File: src/rtl/fetch_ctrl_if.sv
// Instruction-memory read bus between fetch_ctrl (master) and the memory (slave).
interface fetch_ctrl_if;
  logic        imem_req;
  logic [15:0] imem_addr;
  logic [15:0] imem_rdata;
  logic        imem_ack;

  modport master (output imem_req, imem_addr, input imem_rdata, imem_ack);
  modport slave  (input imem_req, imem_addr, output imem_rdata, imem_ack);
endinterface

File: src/rtl/fetch_ctrl.sv
// Instruction fetch controller: single outstanding read, IF/ID hold, HALT decode, redirect squash.
// Optional FETCH_ALIGN_CHECK_EN: odd redirect targets raise sticky err_fetch and halt.
//
// state | meaning
// FETCH | read request to PC outstanding (or about to be issued after reset)
// HOLD  | instruction captured, waiting for IF/ID to drop stall_in
// HALT  | HALT delivered or misaligned redirect; idle until redirect/reset
module fetch_ctrl #(
  parameter logic [15:0] RESET_PC = 16'h0000,
  parameter logic [4:0]  HALT_OPC = 5'b00000
) (
  input  logic              clk,
  input  logic              rst_n,
  fetch_ctrl_if.master      imem,
  input  logic              stall_in,
  input  logic              redirect_valid,
  input  logic [15:0]       redirect_pc,
  output logic [15:0]       instruction,
  output logic [15:0]       pc_out,
  output logic              done_fetch,
  output logic              stall_fetch,
  output logic              halt_fetch,
  output logic              err_fetch
);

  typedef enum logic [1:0] {FETCH, HOLD, HALT} state_t;

  state_t      state, state_n;
  logic [15:0] pc, pc_n;
  logic [15:0] sq_addr, sq_addr_n;
  logic        squash, squash_n;
  logic        req_en;
  logic [15:0] instr_n, pc_out_n;
  logic        done_n, halt_n;
  logic        ack_v, misaligned;
  logic [15:0] target;

  // A squashed read keeps the bus stable on its original address until the memory answers.
  assign imem.imem_req  = req_en & ((state == FETCH) | squash);
  assign imem.imem_addr = squash ? sq_addr : pc;
  assign stall_fetch    = (state == FETCH) & ~imem.imem_ack;
  assign ack_v          = imem.imem_req & imem.imem_ack;
  assign target         = redirect_pc & 16'hFFFE;

`ifdef FETCH_ALIGN_CHECK_EN
  assign misaligned = redirect_pc[0];
`else
  assign misaligned = 1'b0;
`endif

  always_comb begin
    state_n   = state;
    pc_n      = pc;
    sq_addr_n = sq_addr;
    squash_n  = squash;
    instr_n   = instruction;
    pc_out_n  = pc_out;
    done_n    = 1'b0;
    halt_n    = 1'b0;

    if (squash && ack_v)
      squash_n = 1'b0;

    if (redirect_valid) begin
      pc_n    = target;
      state_n = misaligned ? HALT : FETCH;
      if (imem.imem_req && !imem.imem_ack) begin
        squash_n  = 1'b1;
        sq_addr_n = squash ? sq_addr : pc;
      end
    end else begin
      case (state)
        FETCH: begin
          if (ack_v && !squash) begin
            instr_n  = imem.imem_rdata;
            pc_out_n = pc + 16'd2;
            pc_n     = pc + 16'd2;
            if (stall_in) begin
              state_n = HOLD;
            end else begin
              done_n  = 1'b1;
              halt_n  = (imem.imem_rdata[15:11] == HALT_OPC);
              state_n = halt_n ? HALT : FETCH;
            end
          end
        end
        HOLD: begin
          if (!stall_in) begin
            done_n  = 1'b1;
            halt_n  = (instruction[15:11] == HALT_OPC);
            state_n = halt_n ? HALT : FETCH;
          end
        end
        default: state_n = HALT;
      endcase
    end
  end

  always_ff @(posedge clk or negedge rst_n) begin
    if (!rst_n) begin
      state       <= FETCH;
      pc          <= RESET_PC;
      sq_addr     <= RESET_PC;
      squash      <= 1'b0;
      req_en      <= 1'b0;
      instruction <= 16'h0800;
      pc_out      <= 16'h0000;
      done_fetch  <= 1'b0;
      halt_fetch  <= 1'b0;
    end else begin
      state       <= state_n;
      pc          <= pc_n;
      sq_addr     <= sq_addr_n;
      squash      <= squash_n;
      req_en      <= 1'b1;
      instruction <= instr_n;
      pc_out      <= pc_out_n;
      done_fetch  <= done_n;
      halt_fetch  <= halt_n;
    end
  end

`ifdef FETCH_ALIGN_CHECK_EN
  logic err_q;
  always_ff @(posedge clk or negedge rst_n) begin
    if (!rst_n)
      err_q <= 1'b0;
    else if (redirect_valid && misaligned)
      err_q <= 1'b1;
  end
  assign err_fetch = err_q;
`else
  assign err_fetch = 1'b0;
`endif

endmodule

File: src/flat_wrapper.sv
// flat-port wrapper written by rule: the top's interface ports become plain ports
module fetch_ctrl_flat 
#(
  parameter logic [15:0] RESET_PC = 16'h0000,
  parameter logic [4:0]  HALT_OPC = 5'b00000
)
  (clk, rst_n, stall_in, redirect_valid, redirect_pc, instruction, pc_out, done_fetch, stall_fetch, halt_fetch, err_fetch, imem_imem_req, imem_imem_addr, imem_imem_rdata, imem_imem_ack);
  fetch_ctrl_if imem_i ();
  input  logic clk;
  input  logic rst_n;
  input  logic stall_in;
  input  logic redirect_valid;
  input  logic [15:0] redirect_pc;
  output logic [15:0] instruction;
  output logic [15:0] pc_out;
  output logic done_fetch;
  output logic stall_fetch;
  output logic halt_fetch;
  output logic err_fetch;
  output wire logic [$bits(imem_i.imem_req)-1:0] imem_imem_req;
  output wire logic [$bits(imem_i.imem_addr)-1:0] imem_imem_addr;
  input wire logic [$bits(imem_i.imem_rdata)-1:0] imem_imem_rdata;
  input wire logic [$bits(imem_i.imem_ack)-1:0] imem_imem_ack;
  assign imem_imem_req = imem_i.imem_req;
  assign imem_imem_addr = imem_i.imem_addr;
  assign imem_i.imem_rdata = imem_imem_rdata;
  assign imem_i.imem_ack = imem_imem_ack;
  fetch_ctrl #(.RESET_PC(RESET_PC), .HALT_OPC(HALT_OPC)) u_core (.clk(clk), .rst_n(rst_n), .imem(imem_i), .stall_in(stall_in), .redirect_valid(redirect_valid), .redirect_pc(redirect_pc), .instruction(instruction), .pc_out(pc_out), .done_fetch(done_fetch), .stall_fetch(stall_fetch), .halt_fetch(halt_fetch), .err_fetch(err_fetch));
endmodule
File: config.mk
export PLATFORM = sky130hd
export DESIGN_NAME = fetch_ctrl_flat
export DESIGN_NICKNAME = d
export VERILOG_FILES = /design/src/rtl/fetch_ctrl_if.sv /design/src/rtl/fetch_ctrl.sv /design/src/flat_wrapper.sv
export SDC_FILE = /design/constraint.sdc
export NUM_CORES = 1
export LEC_CHECK = 0
export ABC_AREA = 1
export BUFFER_PORTS_ARGS = -buffer_cell sky130_fd_sc_hd__clkbuf_2
export CORE_AREA = 2 2 87 89
export CTS_BUF_LIST = sky130_fd_sc_hd__clkbuf_8
export DETAILED_ROUTE_END_ITERATION = 8
export DIE_AREA = 0 0 89 91
export PLACE_DENSITY = 0.86
export SLEW_MARGIN = 20
export SYNTH_ARGS = -nofsm -noshare
export SYNTH_HDL_FRONTEND = slang
export SYNTH_SLANG_ARGS = --single-unit
File: constraint.sdc
create_clock -name clk -period 1.1 [get_ports clk]
set_input_delay 0.275 -clock clk [delete_from_list [all_inputs] [get_ports clk]]
set_output_delay 0.275 -clock clk [all_outputs]
set_load 0.05 [all_outputs]
==> results.tsv, run 1 <==
metric	value	unit
RSZ-0062 raised after global routing	yes	
count leader, synth	nand2_1	
Tcrit/Tclk final	159	%
fin. max-slew vios	0	
Final Net Count	640	
CTS Sinks	68	
critical path class	reg2reg	
setup slack after layout	-650	ps
Worst path most repeated cell	buf_12	
ys flop type	dfrtp_1	
violated checks	negative setup slack	
Critical Path AT	1980	ps
full die area	8100	sq um
CTS tree	yes	
CP required	1330	ps
Synth area leaders	dfrtp_1, nand2_1, nand3_1	
CP max-delay cell	dfrtp_2	
Synth Instances	424	
Seq cells post-synth	68	
area leader, netlist	dfrtp_1	
Die Ht	91	microns
PD cells	1830	nW/um^2
syn_area_per_cell	8.01	sq um
Post-DP HPWL	6720	microns
Synth top area share	49.4	%
Final ANT Viol Nets	0	
Max Clk Rate	571	MHz
vias	4007	
Leak	3.18	nW
top post-synthesis cells by count	nand2_1, dfrtp_1, inv_1	
crit start category	register	
# fillers	311	
layout overhead on the synthesized area	83.5	%
placement row count	31	
Total GRT Usage	31.5	%
Post-synth ARST share	100	%
Max Root-Sink Buffers	2	
clock skew	13.0	ps
WHS Path Cells	3	
CP Max Fanout	8	
layout cells sized above 1	52.7	%
grt total ovfl	0	
final core occ	87.3	%
GPL Wtd Cong	0.856	
worst min path class	in2reg	
Peak VDD IR	1060	uV
post-synthesis sequential area ratio	50.1	%
Setup violations, final	118	
final instance area	6230	sq um
Worst setup EP type	register	
crit path cell chain	buf_12 -> clkinv_8 -> buf_6 -> nand4_4 -> nor2_8 -> buf_12 -> buf_12 -> inv_16 -> nand2_2 -> nand2_1	
max-cap viol count	0	
initial core utilization	47.6	%
Final min period	1750	ps
Core Region	7140	sq um
CTS Buf Count	9	
FF-to-FF path depth	10	
antenna cells	0	
DRT iter0 DRCs	356	
Via-to-Cell Ratio	5.68	
TritonRoute pass-1 iters	6	
Worst-path clk slew	80	ps
IO Pins	90	
slowest cell delay on critical path	510	ps
H-tree depth	3	
global-route wire length before repair	19500	microns
WL final	14400	microns
synth warn	0	
Fin Hold WS	113	ps
synth unique cells	32	
initial antenna violation count	0	
outcome	finished, violations left	
placed instance area	4650	sq um
Die Span X	89	microns
Root Driver	clkbuf_8	
DR WL/cell	20.4	microns
Fin. Hold Viols	0	
EDFF count, synth	0	
drt drc	0	
Port-buffer cells	86	
clk_lat worst skew	360	ps
number of global-route vias before repair	3978	
pin count of the biggest net entering global routing	37	
Cell Area, Synth	3400	sq um
final cells by class:
type	count	area (sq um)	share of cell area [%]
clock inverters	6	25.0	0.402
multi-input cells	307	1990	32.0
repair buffers	179	2030	32.5
well taps	99	124	1.99
clock buffers	10	138	2.21
repair inverters	3	42.5	0.683
inverters	34	178	2.85
flip-flops and latches	68	1700	27.3
repair_timing:
item,4_1_cts,5_1_grt
setup buffers,28,23
resized for setup,141,101
setup endpoints to repair,118,118
hold buffers,1,0
endpoints found under the hold margin,67,0
pin swaps,18,12
gates cloned,5,2
placed cells by master, fill, tap and decap left out, types with 8 or more instances in the layout:
cell type	netlist	layout
buf_4	6	63
clkbuf_8	0	10
nand4_1	8	8
nand3_4	0	8
nand2_4	2	20
buf_8	0	33
nand3_1	23	13
buf_12	1	29
buf_6	6	12
nand2_1	202	139
nor2_1	15	14
dfrtp_1	67	66
o21ai_4	0	14
inv_1	29	29
clkbuf_2	0	34
nand3_2	7	9
nand2_2	6	49
per-stage QoR:
step	power, mW	setup TNS [ps]	std cells	setup slack (ps)
after CTS	10.3	-41780	684	-564
after floorplan	6.07	-10980	425	-163
after detailed placement	7.46	-17740	634	-346
after global routing	11.8	-52480	706	-678
final	11.4	-49070	706	-650
after global placement	7.32	-13550	634	-277
critical path, delay by kind of cell, from the launching register on:
family | cells | cell delay (ps)
buffers and inverters | 6 | 640
AND/OR/NAND/NOR | 4 | 450
flip-flops | 1 | 510
power by group:
| group | switching [mW] | internal [mW] |
|---|---|---|
| clock network | 0.999 | 0.842 |
| logic | 3.30 | 2.65 |
| registers | 0.577 | 3.03 |
| total | 4.87 | 6.52 |
routing by layer:
metal,vias up,routed length [microns],global-route usage [%]
met2,309,7280,53.4
met5,-,0,0
met1,1919,4980,36.1
li1,1686,-,-
met4,0,896,15.8
met3,93,1260,7.91
kinds of logic after synthesis:
family	synth area share (%)
simple gates	35.2
xor+xnor	0.774
compound gates	5.12
other cells	0.221
buf+inv	8.22
fa+ha+maj	0.368
flops	50.1
final timing paths:
kind / slack, ps / endpoint / start
max in group asynchronous: 370 / u_core.instruction[11]$_DFFE_PN1P_ / rst_n
worst min-delay path: 110 / u_core.instruction[9]$_DFFE_PN0P_ / imem_imem_rdata[9]
worst max-delay path: -650 / u_core.pc_out[8]$_DFFE_PN0P_ / u_core.squash$_DFFE_PN0P_
worst min register to register: 510 / u_core.sq_addr[9]$_DFFE_PN0P_ / u_core.sq_addr[9]$_DFFE_PN0P_
min in group asynchronous: 260 / u_core.sq_addr[5]$_DFFE_PN0P_ / rst_n
worst max register to register: -650 / u_core.pc_out[8]$_DFFE_PN0P_ / u_core.squash$_DFFE_PN0P_
flip-flops by register name (all words and copies together) (netlist names):
name,count
u_core.done_fetch,1
u_core.state,2
u_core.squash,1
u_core.req_en,1
u_core.sq_addr,16
u_core.pc,15
u_core.halt_fetch,1
u_core.instruction,16
u_core.pc_out,15
Note: power is estimated with default switching activity, not from simulation.
==> run 2, diff against run 1 <==
- ABC_AREA: 1 -> 0
==> run 2 against run 1 <==
Compared with the run above:
- the flow still finishes with violations (negative setup slack)
- non-clock buffer count increased by 17
- fmax decreased by 22%
- combinational power increased by 25%
- global-route usage increased by 4.6 points
- clock-buffer cell count decreased by 1
- area after synthesis decreased by 0.48%
- total power increased by 17%
- critical path depth decreased by 5
==> results.tsv, run 2 <==
metric	value	unit
Critical Path AT	2500	ps
critical path class	reg2reg	
vias	3856	
CTS tree	yes	
critical path launch point	u_core.state[1]$_DFFE_PN0P_	
XOR/XNOR Fraction of Synth Area	5.18	%
max-cap viol count	0	
final core occ	86.4	%
Tcrit/Tclk final	205	%
Seq cells post-synth	68	
ys flop type	dfrtp_1	
top post-synthesis cells by count	dfrtp_1, nand2_1, mux2_2	
largest family of logic cells by synthesized area	multiplexers	
DRT iter0 DRCs	470	
initial antenna violation count	3	
Final ANT Viol Nets	0	
TritonRoute pass-1 iters	5	
Worst-path clk slew	110	ps
Cell Area, Synth	3380	sq um
syn_area_per_cell	11.2	sq um
post-synthesis sequential area ratio	50.4	%
DR WL/cell	31.0	microns
drt drc	0	
Max Root-Sink Buffers	2	
fin. max-slew vios	0	
FF-to-FF path depth	5	
area leader, netlist	dfrtp_1	
max_slew headroom	54.3	%
WHS Path Cells	3	
Setup violations, final	118	
Leak	2.89	nW
synth unique cells	47	
Synth Instances	301	
IO Pins	90	
CTS Sinks	68	
violated checks	negative setup slack	
Via-to-Cell Ratio	6.51	
leading cell types in the layout, fill and taps excluded	buf_4, dfrtp_1, mux2_4	
number of global-route vias before repair	3633	
synth warn	0	
commonest non-fill, non-tap cell in the layout	buf_4	
Die Ht	91	microns
clock skew	31.7	ps
clk_lat worst skew	390	ps
area fraction in and, or, nand and nor cells after synthesis	14.9	%
Root Driver	clkbuf_8	
Port-buffer cells	86	
Post-DP HPWL	6760	microns
RSZ-0062 raised after global routing	yes	
H-tree depth	3	
Hold Crit Start	redirect_pc[2]	
layout overhead on the synthesized area	82.4	%
worst min path class	in2reg	
Core Region	7140	sq um
grt total ovfl	0	
Post-synth ARST share	100	%
GPL Wtd Cong	0.883	
Synth top area share	49.6	%
EDFF count, synth	0	
CP required	1340	ps
placement row count	31	
crit start category	register	
setup slack after layout	-1160	ps
Setup TNS Final	-61110	ps
pin count of the biggest net entering global routing	69	
CTS Buf Count	9	
CP Max Fanout	4	
Final Net Count	525	
Final min period	2260	ps
FF-to-FF Start	u_core.state[1]$_DFFE_PN0P_	
WL final	18400	microns
Peak VDD IR	1360	uV
Fin Hold WS	127	ps
Max Clk Rate	443	MHz
global-route wire length before repair	21200	microns
initial core utilization	47.4	%
largest registers	u_core.instruction: 16 flops, u_core.sq_addr: 16 flops	
full die area	8100	sq um
PD cells	2170	nW/um^2
worst slew pin tran	667	ps
count leader, synth	dfrtp_1	
adder-cell share of the synthesized area	0.370	%
outcome	finished, violations left	
Synth area leaders	dfrtp_1, mux2_2, mux2_4	
Fin. Hold Viols	0	
Die Span X	89	microns
Total GRT Usage	36.0	%
multiplexer share of the synthesized area	17.8	%
Compound-Gate Fraction of Synth Area	6.78	%
layout cells sized above 1	65.2	%
Worst setup EP type	register	
==> run 2: changes by cell type in the layout (fill, tap and decap cells not counted), sizes merged, moves of 14 or more <==
cell and change:
inv -33, xnor2 +18, mux2 +45, nand3 -23, buf +14, nand2 -176
==> run 2: power breakdown <==
part / total (mW) / switching [mW] / internal [mW]
combinational: 7.43 / 3.89 / 3.54
sequential: 3.83 / 0.696 / 3.14
clock: 2.09 / 1.26 / 0.828
total: 13.3 / 5.84 / 7.51
==> run 2: cell families after synthesis <==
kind of cell,after synthesis
xor gates and xnor gates,20
adders and majority gates,1
and+or+nand+nor,93
AOI/OAI and AO/OA,40
buffers and inverters,27
DFF,68
muxes,50
other,2
==> run 2: per-layer routing <==
layer / routed length [microns] / share of wire (%) / up-vias / GRT usage (%)
met5: 25 / 0.14 / - / 0
met1: 5580 / 30 / 1868 / 40.1
met3: 2300 / 13 / 194 / 8.45
met4: 2140 / 12 / 4 / 24.0
li1: - / - / 1420 / -
met2: 8310 / 45 / 370 / 59.9
==> run 2: critical path, cell delays in order (launching register included) <==
cell and delay, ps:
dfrtp_1 420, nand4bb_4 280, buf_8 170, nor4_4 440, mux2i_1 640, nand2_1 180
==> run 2: what timing repair did <==
item,CTS,global route
hold buffers,1,0
cloned,0,1
pin swaps,9,30
setup buffers,25,27
setup endpoints to repair,118,118
endpoints found under the hold margin,67,0
gates resized for setup,114,120
==> run 2: worst paths after layout <==
check,endpoint,slack [ps]
worst max-delay path,u_core.pc[11]$_DFFE_PN0P_,-1160
worst min-delay path,u_core.pc[2]$_DFFE_PN0P_,130
worst max register to register,u_core.pc[11]$_DFFE_PN0P_,-1160
worst min register to register,u_core.sq_addr[0]$_DFFE_PN0P_,500
max in group asynchronous,u_core.pc[1]$_DFFE_PN0P_,320
min in group asynchronous,u_core.instruction[14]$_DFFE_PN0P_,430
==> run 2: cell type report <==
type                       instances  area [sq um]
tap                               99           124
timing repair buffer             196          2100
fill                             275           972
clock inverter                     7          51.3
antenna                            1          2.50
multi-input combinational        207          2040
clock buffer                       9           124
sequential                        68          1710
inverter                           5          18.8
==> run 2: through the flow <==
| stage | cell area (sq um) | total power, mW | setup slack (ps) | std cells |
|---|---|---|---|---|
| after floorplan | 3570 | 6.68 | -668 | 302 |
| after global placement | 4680 | 8.32 | -523 | 523 |
| after detailed placement | 4680 | 8.49 | -596 | 523 |
| after CTS | 5560 | 11.5 | -653 | 564 |
| after global routing | 6160 | 13.6 | -1160 | 591 |
| final | 6160 | 13.3 | -1160 | 592 |
==> run 3, diff against run 2 <==
- CAP_MARGIN: not set -> 20
- CORE_AREA: 2 2 87 89 -> 2 2 66 115
- DIE_AREA: 0 0 89 91 -> 0 0 68 117
- PLACE_DENSITY: 0.86 -> 0.77
==> run 3 against run 2 <==
Compared with the run above:
- the run still ends with negative setup slack left
- non-clock buffer count shrank 1
- routed wire length decreased by 32%
- sequential power down 3%
- core utilization down 2.7 points
- die area shrank 1.8%
- global-route usage decreased by 7.7 points
- sequential share of layout area grew 1.1 points
- largest cell class unchanged
==> results.tsv, run 3 (synthesis results as in run 2) <==
metric	value	unit
CP Max Fanout	8	
largest registers	u_core.instruction: 16 flops, u_core.sq_addr: 16 flops	
H-tree depth	3	
initial antenna violation count	0	
Max Root-Sink Buffers	2	
Die Ht	117	microns
total power	12.3	mW
CTS tree	yes	
Max Clk Rate	544	MHz
Hold Crit Start	imem_imem_rdata[8]	
DRT iter0 DRCs	309	
Die Span X	68	microns
leading cell types in the layout, fill and taps excluded	buf_4, dfrtp_1, mux2_4	
Core Region	7080	sq um
PD cells	2080	nW/um^2
Final Net Count	524	
Leak	2.82	nW
worst min path class	in2reg	
Fin. Hold Viols	0	
CTS Buf Count	9	
number of global-route vias before repair	3353	
GPL Wtd Cong	0.817	
RSZ-0062 raised after global routing	yes	
WL final	12400	microns
layout cells sized above 1	57.8	%
Post-DP HPWL	6590	microns
Setup violations, final	118	
slowest cell delay on critical path	450	ps
setup slack after layout	-739	ps
fin. max-slew vios	0	
FF-to-FF Start	u_core.state[0]$_DFFE_PN0P_	
drt drc	0	
Critical Path AT	1560	ps
crit path cell chain	buf_8 -> buf_12 -> mux2_4 -> buf_12	
TritonRoute pass-1 iters	5	
Worst path most repeated cell	buf_12	
clock skew	10.9	ps
Total GRT Usage	28.4	%
violated checks	negative setup slack	
full die area	7960	sq um
critical path launch point	u_core.squash$_DFFE_PN0P_	
Peak VDD IR	1570	uV
Worst-path clk slew	80	ps
Final ANT Viol Nets	0	
global-route wire length before repair	16300	microns
max-cap viol count	0	
final core occ	83.7	%
clk_lat worst skew	360	ps
CTS Sinks	68	
Via-to-Cell Ratio	5.69	
Final min period	1840	ps
crit start category	register	
critical path class	reg2out	
Port-buffer cells	86	
DR WL/cell	21.5	microns
layout overhead on the synthesized area	75.3	%
CP delay by family, top	flip-flops	
Worst setup EP type	output port	
initial core utilization	47.7	%
antenna cells	0	
commonest non-fill, non-tap cell in the layout	buf_4	
grt total ovfl	0	
outcome	finished, violations left	
pin count of the biggest net entering global routing	46	
Tcrit/Tclk final	167	%
vias	3283	
# fillers	343	
IO Pins	90	
Worst Path Buf+Inv	3	
CP required	820	ps
CP max-delay cell	dfrtp_2	
placement row count	41	
Root Driver	clkbuf_8	
Place WS	-636	ps
run 3: final timing paths:
kind                                                     endpoint  slack (ps)  depth (start not counted)
worst max register to register  u_core.instruction[5]$_DFFE_PN0P_        -700                          4
min in group asynchronous                u_core.pc[4]$_DFFE_PN0P_         460                          3
worst min-delay path            u_core.instruction[8]$_DFFE_PN0P_         140                          2
worst max-delay path                           imem_imem_addr[14]        -740                          4
worst min register to register      u_core.sq_addr[0]$_DFFE_PN0P_         500                          1
max in group asynchronous                u_core.pc[1]$_DFFE_PN0P_         350                          3
run 3: repair_timing:
| action | in CTS | in global routing |
|---|---|---|
| hold buffers | 1 | 0 |
| resized for setup | 112 | 82 |
| pin swaps | 5 | 14 |
| endpoints found under the setup margin | 118 | 118 |
| endpoints found under the hold margin | 67 | 0 |
| buffers inserted | 25 | 24 |
run 3: metrics by stage:
stage	TNS, ps	instance area (sq um)	hold slack, ps	std cells
global route	-58300	5920	140	577
global placement	-32730	4650	288	516
detailed placement	-34670	4650	301	516
floorplan	-35320	3570	-20.6	302
finish	-54220	5920	144	577
CTS	-47200	5530	117	557
run 3: power breakdown:
group | switching (mW) | total, mW | internal, mW | leakage [nW]
logic | 3.30 | 6.66 | 3.36 | 1.88
registers | 0.569 | 3.71 | 3.14 | 0.825
clock network | 0.966 | 1.97 | 1.00 | 0.109
run 3: area by class of cell:
| class | instances | area (sq um) | share of cell area, % |
|---|---|---|---|
| Clock inverter | 7 | 53.8 | 0.908 |
| Sequential cell | 68 | 1710 | 28.8 |
| Multi-Input combinational cell | 207 | 1900 | 32.0 |
| Inverter | 5 | 18.8 | 0.317 |
| Tap cell | 86 | 108 | 1.82 |
| Clock buffer | 9 | 124 | 2.09 |
| Timing Repair Buffer | 195 | 2020 | 34.1 |
run 3: routing by layer:
layer / vias to the layer above / wire, microns / global-route usage [%]
met2: 191 / 7020 / 51.4
met1: 1616 / 4100 / 29.4
met4: 0 / 690 / 16.5
met3: 57 / 622 / 5.16
li1: 1419 / - / -
met5: - / 0 / 0
